==> config.mk <==
export PLATFORM = sky130hd
export DESIGN_NAME = run_control
export DESIGN_NICKNAME = d
export VERILOG_FILES = /design/src/rtl/run_control_pkg.sv /design/src/rtl/run_control_sat_counter.sv /design/src/rtl/run_control.sv
export SDC_FILE = /design/constraint.sdc
export NUM_CORES = 1
export LEC_CHECK = 0
export BUFFER_PORTS_ARGS = -buffer_cell sky130_fd_sc_hd__buf_2
export CORE_AREA = 2 2 200 202
export CTS_BUF_LIST = sky130_fd_sc_hd__clkbuf_16
export DETAILED_ROUTE_END_ITERATION = 8
export DIE_AREA = 0 0 202 204
export PLACE_DENSITY = 0.47
export SLEW_MARGIN = 20
export SYNTH_ARGS = -nofsm -noshare
export SYNTH_HDL_FRONTEND = slang
export SYNTH_SLANG_ARGS = --single-unit
==> constraint.sdc <==
create_clock -name Clock -period 7.9 [get_ports Clock]
set_input_delay 0 -clock Clock [delete_from_list [all_inputs] [get_ports Clock]]
set_output_delay 0 -clock Clock [all_outputs]
set_load 0.01 [all_outputs]
==> src/rtl/run_control_pkg.sv <==
// Shared types for the run-control block: FSM states and latched halt causes.
// No logic here; imported by run_control.
package run_control_pkg;

    typedef enum logic [1:0] {
        IDLE      = 2'd0,
        RESETTING = 2'd1,
        RUNNING   = 2'd2,
        DONE      = 2'd3
    } run_state_t;

    typedef enum logic [1:0] {
        NONE          = 2'd0,
        CYCLE_LIMIT   = 2'd1,
        IDLE_WATCHDOG = 2'd2,
        HALT_REQUEST  = 2'd3
    } halt_cause_t;

endpackage

==> src/rtl/run_control_sat_counter.sv <==
// Saturating up-counter with synchronous clear; holds at all-ones instead of wrapping.
// Latency: count updates on the enabling edge; no backpressure.
module sat_counter #(
    parameter int WIDTH = 32
) (
    input  logic             Clock,
    input  logic             Reset,
    input  logic             Clear,
    input  logic             Enable,
    output logic [WIDTH-1:0] Count
);

    always_ff @(posedge Clock) begin
        if (Reset || Clear) begin
            Count <= '0;
        end else if (Enable && (Count != '1)) begin
            Count <= Count + WIDTH'(1);
        end
    end

endmodule

==> src/rtl/run_control.sv <==
// Core reset sequencer and perf monitor; ends a run on halt, cycle limit or retire-idle watchdog.
// Latency: all outputs registered, stop condition visible one edge after it is sampled; no backpressure.
module run_control #(
    parameter int COUNT_WIDTH  = 32,
    parameter int NUM_EVENTS   = 4,
    parameter int RESET_CYCLES = 4,
    parameter int CYCLE_LIMIT  = 2000000,
    parameter int IDLE_LIMIT   = 1024,
    parameter int AUTO_START   = 1
) (
    input  logic                              Clock,
    input  logic                              Reset,
    input  logic                              Start,
    input  logic                              HaltRequest,
    input  logic                              Retire,
    input  logic [NUM_EVENTS-1:0]             Events,
    output logic                              CoreReset,
    output logic                              Running,
    output logic                              Done,
    output logic [1:0]                        HaltCause,
    output logic [COUNT_WIDTH-1:0]            CycleCount,
    output logic [COUNT_WIDTH-1:0]            RetireCount,
    output logic [NUM_EVENTS*COUNT_WIDTH-1:0] EventCounts
);
    import run_control_pkg::*;

    localparam int                RW       = $clog2(RESET_CYCLES + 1);
    localparam logic [RW-1:0]     RST_LAST = RW'(RESET_CYCLES - 1);
    localparam logic [63:0]       CYC_LIM  = 64'(CYCLE_LIMIT);
    localparam logic [63:0]       IDL_LIM  = 64'(IDLE_LIMIT);

    run_state_t                 state_q, state_d;
    halt_cause_t                cause_q, cause_d;
    logic [RW-1:0]              rst_cnt_q;
    logic                       in_reset_q;
    logic                       restart;
    logic                       running_en;
    logic                       hit_cycle, hit_idle;
    logic [COUNT_WIDTH-1:0]     idle_cnt;
    logic [COUNT_WIDTH-1:0]     cycle_inc, idle_inc;

    assign running_en = (state_q == RUNNING);

    // Stop conditions look at the post-increment values so the triggering cycle is counted.
    assign cycle_inc = (CycleCount == '1) ? CycleCount : CycleCount + COUNT_WIDTH'(1);
    assign idle_inc  = Retire ? '0 : ((idle_cnt == '1) ? idle_cnt : idle_cnt + COUNT_WIDTH'(1));
    assign hit_cycle = (CYCLE_LIMIT != 0) && (64'(cycle_inc) == CYC_LIM);
    assign hit_idle  = (IDLE_LIMIT != 0) && (64'(idle_inc) == IDL_LIM);

    always_comb begin
        state_d = state_q;
        cause_d = cause_q;
        restart = 1'b0;
        case (state_q)
            IDLE: begin
                if (Start || ((AUTO_START != 0) && in_reset_q)) begin
                    state_d = RESETTING;
                    restart = 1'b1;
                end
            end
            RESETTING: begin
                if (rst_cnt_q == RST_LAST) begin
                    state_d = RUNNING;
                end
            end
            RUNNING: begin
                if (HaltRequest) begin
                    state_d = DONE;
                    cause_d = run_control_pkg::HALT_REQUEST;
                end else if (hit_cycle) begin
                    state_d = DONE;
                    cause_d = run_control_pkg::CYCLE_LIMIT;
                end else if (hit_idle) begin
                    state_d = DONE;
                    cause_d = run_control_pkg::IDLE_WATCHDOG;
                end
            end
            DONE: begin
                if (Start) begin
                    state_d = RESETTING;
                    restart = 1'b1;
                end
            end
            default: state_d = IDLE;
        endcase
        if (restart) begin
            cause_d = run_control_pkg::NONE;
        end
    end

    always_ff @(posedge Clock) begin
        if (Reset) begin
            state_q    <= IDLE;
            cause_q    <= run_control_pkg::NONE;
            rst_cnt_q  <= '0;
            in_reset_q <= 1'b1;
            CoreReset  <= 1'b1;
        end else begin
            state_q    <= state_d;
            cause_q    <= cause_d;
            in_reset_q <= 1'b0;
            CoreReset  <= (state_d != RUNNING);
            rst_cnt_q  <= (state_q == RESETTING) ? rst_cnt_q + RW'(1) : '0;
        end
    end

    assign Running   = (state_q == RUNNING);
    assign Done      = (state_q == DONE);
    assign HaltCause = cause_q;

    sat_counter #(.WIDTH(COUNT_WIDTH)) u_cycle (
        .Clock(Clock), .Reset(Reset), .Clear(restart),
        .Enable(running_en), .Count(CycleCount)
    );

    sat_counter #(.WIDTH(COUNT_WIDTH)) u_retire (
        .Clock(Clock), .Reset(Reset), .Clear(restart),
        .Enable(running_en && Retire), .Count(RetireCount)
    );

    sat_counter #(.WIDTH(COUNT_WIDTH)) u_idle (
        .Clock(Clock), .Reset(Reset), .Clear(restart || (running_en && Retire)),
        .Enable(running_en), .Count(idle_cnt)
    );

    for (genvar i = 0; i < NUM_EVENTS; i++) begin : g_evt
        sat_counter #(.WIDTH(COUNT_WIDTH)) u_evt (
            .Clock(Clock), .Reset(Reset), .Clear(restart),
            .Enable(running_en && Events[i]),
            .Count(EventCounts[i*COUNT_WIDTH +: COUNT_WIDTH])
        );
    end

endmodule

# Word level (Yosys, flattened, before mapping)
# Cells that the tools add are included.
# op_classes
add_sub_neg	8
n_mul	0
div_mod_pow	0
n_lt_le_gt_ge	0
n_eq_ne	16
shifts	0
mux	17
bitwise	1
reduce_logical	21
# op_table
op	count
$add 32x1->32 const B	7
$ne 32x32->1 const B	7
$mux 32	3
$eq 32x32->1 const B	2
$eq 32x11->1 const B	1
$eq 32x21->1 const B	1
$mux 2	9
$logic_and 1x1->1	12
$pmux 2 s4	1
$eq 2x2->1 const B	2
$logic_or 1x1->1	4
$reduce_or 2->1	2
$add 3x1->3 const B	1
$eq 3x2->1 const B	1
$mux 1	3
$reduce_bool 3->1	1
$eq 2x1->1 const B	1
$logic_not 2->1	1
$ne 2x2->1 const B	1
$pmux 1 s2	1
$reduce_and 2->1	1
$not 1->1	1
# word_totals
ff_bits	233
latchBits	0
ram_bits	0
mem_bits_ro	0
word_cells	75
memories	0

# Logic depth before layout (Yosys ltp)
# logic_depth
ltp_word	9
mapped_depth	11

# Cells and area by module
# From an unflattened synthesis, not the netlist that was laid out.
# unflattened
cells_unflattened	1676
area_unflattened_um2	14243.7
# by_module_without_submodules
module	n_inst	cells_per_inst	area_each_um2	seq_area_each_um2
sat_counter	7	189	1681.6	640.6
run_control	1	353	2472.4	180.2

# Worst setup path before layout
# Ideal clock, no wire load.
# synth_timing
kind	register -> register
startpoint	register u_cycle.Count[0]
endpoint	register cause_q[1] (netlist: HaltCause[1])
setup_ps	132
arrival_time_ps	2560
path_slack_ps	5209
path_stages_with_launch	10
synth_period_minus_slack_ps	2691
cell_sequence	dfxtp_1 > ha_1 > nand4_1 > nor4_4 > xnor2_1 > or3_1 > a2111o_1 > or3_1 > o21ai_1 > a21oi_1
# synth_via
elab_chain_cells	5
word_cells_on_any_way	8
cone_classes	add/sub: 1; eq/ne: 2; mux: 3; reduce/logical: 2
# synth_rtl
element	line_no	rtl
start, declared	run_control_sat_counter.sv:10	output logic [WIDTH-1:0] Count
start signal, assigned	run_control_sat_counter.sv:17	Count <= Count + WIDTH'(1);
$add 32x1->32 / $eq 32x32->1 (equally long branches)	run_control.sv:45	assign cycle_inc = (CycleCount == '1) ? CycleCount : CycleCount + COUNT_WIDTH'(1);
$mux 32 (*)	run_control.sv:45	
$eq 32x21->1 (*)	run_control.sv:47	assign hit_cycle = (CYCLE_LIMIT != 0) && (64'(cycle_inc) == CYC_LIM);
$reduce_bool 3->1 (no line) / $mux 2 (equally long branches)	-	
$reduce_and 2->1 (no line) / $mux 2 (equally long branches)	-	
end signal, assigned	run_control.sv:94	cause_q <= run_control_pkg::NONE;
end signal, assigned	run_control.sv:100	cause_q <= cause_d;
end, declared	run_control.sv:33	halt_cause_t cause_q, cause_d;
# Mark *: on every way between the ends. The rest lies on a longest branch, timed or not.
# A chain may end at the register's enable or synchronous reset.

# Worst setup path in the final report
# layout_timing
startpoint	register state_q[0]
endpoint	register state_q[0]
# layout_via
elab_chain_cells	4
word_cells_on_any_way	11
cone_classes	eq/ne: 3; mux: 7; reduce/logical: 1
# layout_rtl
element	line_no	rtl
start, declared	run_control.sv:32	run_state_t state_q, state_d;
start signal, assigned	run_control.sv:99	state_q <= state_d;
$mux 2	run_control.sv:73	end else if (hit_idle) begin
$mux 2	run_control.sv:70	end else if (hit_cycle) begin
$mux 2	run_control.sv:67	if (HaltRequest) begin
$pmux 2 s4 (*)	run_control.sv:54	case (state_q)
# Marks and branches as above.

==> impl_metrics.env <==
export IMPL_fp_dieArea_sq_um=41210
export IMPL_diodes=0
export IMPL_dr_wl_met2_mm=14.79
export IMPL_cp_end_kind="register"
export IMPL_ant_nets=0
export IMPL_critical_path_buf_inv_count=2
export IMPL_cap_viol_max_count=0
export IMPL_p_per_area_nw_per_um2=174.7
export IMPL_postCtsSetupBuffers=0
export IMPL_drive_gt1_frac=0.1669
export IMPL_grt_total_usage=0.1500
export IMPL_synth_common_cells="nor2_1 (250), dfxtp_1 (233), xor2_1 (133), nand2_1 (110), nand3_1 (102)"
export IMPL_synth_top_cells_by_area="dfxtp_1 (40%), xor2_1 (10%), nor2_1 (8.1%), xnor2_1 (5.6%), nand3_1 (4.4%)"
export IMPL_final_hold_viol_count=0
export IMPL_synthToLayoutAreaGrowth_pct=20.97
export IMPL_gp_congestion=0.8170
export IMPL_grt_pass1_wl_mm=51.72
export IMPL_cts_sinks=233
export IMPL_setup_viol=0
export IMPL_min_period_over_period=0.4604
export IMPL_path_max_fanout=15
export IMPL_slowest_stage="ha_1"
export IMPL_drc=0
export IMPL_clk_latency_ns=0.56
export IMPL_initial_core_util=0.2951
export IMPL_grt_max_degree=93
export IMPL_p_clk_frac=0.494
export IMPL_io_buffers=205
export IMPL_arrival_ns=4.13
export IMPL_cp_required_ns=8.39
export IMPL_p_seq_frac=0.482
export IMPL_irDropWorstVdd_mv=0.1581
export IMPL_yosysTopAreaCell="dfxtp_1"
export IMPL_clk_pin_slew_ns=0.06
export IMPL_min_period_ns=3.637
export IMPL_core_region_area_sq_um=39180
export IMPL_wl_per_cell_um=14.87
export IMPL_h_tree_depth=1
export IMPL_cts_tree="done"
export IMPL_fin_skew_ns=0.01636
export IMPL_rsz0062_at_grt="no"
export IMPL_syn_inst=1407
export IMPL_synth_seq_cells=233
export IMPL_cts_buffers_inserted=29
export IMPL_synth_ff_type="dfxtp_1"
export IMPL_ys_seq_area_frac=0.4033
export IMPL_syn_mean_instance_area_sq_um=8.220
export IMPL_vias_per_cell=4.878
export IMPL_clock_root_buffer="clkbuf_16"
export IMPL_synth_warnings=0
export IMPL_via_count=10453
export IMPL_sw_frac_of_total=0.2315
export IMPL_p_sw_mw=0.5658
export IMPL_rows=73
export IMPL_dr_pass1_iters=4
export IMPL_syn_num_nets=1430
export IMPL_wl_met3_mm=1.361
export IMPL_p_int_mw=1.878
export IMPL_grt_pass1_vias=9731
export IMPL_p_comb_frac=0.024
export IMPL_slowest_delay_ns=0.72
export IMPL_hpwl_mm=22.80
export IMPL_fp_dieH_um=204
export IMPL_total_power_mw=2.444
export IMPL_relSlewSlack=0.3308
export IMPL_dr_max_layer_used="met4"
export IMPL_worstMarginPinSlew_ns=1.004
export IMPL_fmax_ghz=0.2749
export IMPL_fillCellCount=4131
export IMPL_cts_max_path_buffers=3
export IMPL_wl_met1_mm=15.09
export IMPL_hold_class="input pin to register"
export IMPL_crit_top_cell="o31ai_1"
export IMPL_netlist_area_sq_um=11560
export IMPL_io_pins=206
export IMPL_path_cells="inv_1 > ha_1 > nand2_1 > nor3_1 > nand4_1 > or4_1 > a2111o_1 > o31ai_1 > o31ai_1 > dlygate4sd3_1 > nor2_1"
export IMPL_fin_hold_ws_ns=0.2070
export IMPL_critPathLaunchType="register"
export IMPL_async_flop_share=0
export IMPL_overflow=0
export IMPL_wl_mm=31.87
export IMPL_die_x_um=202
export IMPL_synth_edf_count=0
export IMPL_synth_distinct_cells=65
export IMPL_drt_initial_drc_count=487
export IMPL_total_leakage_power_nw=5.306
export IMPL_drv_slew=0
export IMPL_synth_top_area_share=0.4033
export IMPL_path_delay_family="simple AND/OR/NAND/NOR gates"
export IMPL_tns_ns=0
export IMPL_layout_nets=1622
export IMPL_antenna_found_initial=0
export IMPL_critical_path_class="register to register"
export IMPL_status="finished clean"
export IMPL_yosysMostFrequentCell="nor2_1"
-- cell usage in the layout (no fill, tap or decap), drive strengths merged, types with 6 or more instances in the layout --
master,synthesis,layout
a31oi,9,9
and4,25,25
nor2,250,250
ha,14,14
dlygate4sd3,0,9
and3,41,41
dfxtp,233,233
nor4,25,25
o21ai,32,32
or2,8,8
nand4,69,69
xor2,133,133
nand2,110,110
nor3,32,32
or3,28,28
inv,28,38
a21oi,40,40
mux2i,7,7
clkbuf,46,29
nand2b,6,6
xnor2,74,74
and2,21,21
nand3,102,102
clkinv,1,9
buf,13,211
-- registers in the layout (all words and copies together), names as in the netlist --
name,count
u_idle.Count,32
rst_cnt_q,3
HaltCause,2
CoreReset,1
in_reset_q,1
u_retire.Count,32
u_cycle.Count,32
g_evt.u_evt.Count,128
state_q,2
-- cell type report --
type | instances | area (sq um) | area share
clock buffer | 29 | 725.7 | 0.05187
clock inverter | 21 | 120.1 | 0.008586
sequential | 233 | 4664 | 0.3334
multi-input combinational | 1086 | 6553 | 0.4684
inverter | 29 | 108.9 | 0.007781
timing repair buffer | 220 | 1161 | 0.08300
tap | 525 | 656.9 | 0.04695
-- routing by layer --
layer	vias to the layer above	GRT usage
met5	-	0
met4	0	0.04070
met3	47	0.02822
met2	177	0.2450
met1	4956	0.2023
li1	5273	-
-- worst reg2reg max path, cell delays in order, from the launching register on --
cell and delay, ns:
dfxtp_1 0.33, inv_1 0.14, ha_1 0.72, nand2_1 0.12, nor3_1 0.17, nand4_1 0.12, or4_1 0.50, a2111o_1 0.43
o31ai_1 0.28, o31ai_1 0.12, dlygate4sd3_1 0.58, nor2_1 0.08
-- final timing paths --
path | endpoint | from | depth (start not counted) | slack [ns]
setup / recovery | state_q[0] | state_q[0] | 11 | 4.26
hold / removal | in_reset_q | Reset | 2 | 0.21
setup reg to reg | state_q[0] | state_q[0] | 11 | 4.26
hold reg to reg | rst_cnt_q[0] | rst_cnt_q[0] | 1 | 0.42
-- what timing repair did --
action | CTS | global route
hold buffers | 9 | 0
resized for setup | 0 | 0
endpoints found under the hold margin | 18 | 0
-- kinds of logic after synthesis --
kind of cell | Yosys count | share of synthesized area
buffers and inverters | 88 | 0.03051
adders and majority gates | 14 | 0.01515
muxes | 7 | 0.006059
and+or+nand+nor | 738 | 0.3217
DFF | 233 | 0.4033
xor gates and xnor gates | 207 | 0.1568
AOI/OAI and AO/OA | 120 | 0.06654
-- power groups by stage --
stage               Clock [mW]  Sequential [mW]  Combinational (mW)
floorplan                    0             1.20              0.0380
finish                    1.21             1.18              0.0590
CTS                       1.25             1.18              0.0616
global route              1.30             1.18              0.0666
detailed placement           0             1.20              0.0567
global placement             0             1.20              0.0571
-- metrics by stage --
step,worst slack [ns],cells,utilization,cell area [sq um]
2_1_floorplan,5.209,1407,-,11560
3_3_place_gp,4.661,2084,0.3331,13050
3_5_place_dp,4.687,2084,0.3331,13050
4_1_cts,4.222,2143,0.3570,13990
5_1_grt,3.940,2143,0.3570,13990
6_report,4.263,2143,0.3570,13990
Note: power is estimated with default switching activity, not from simulation.
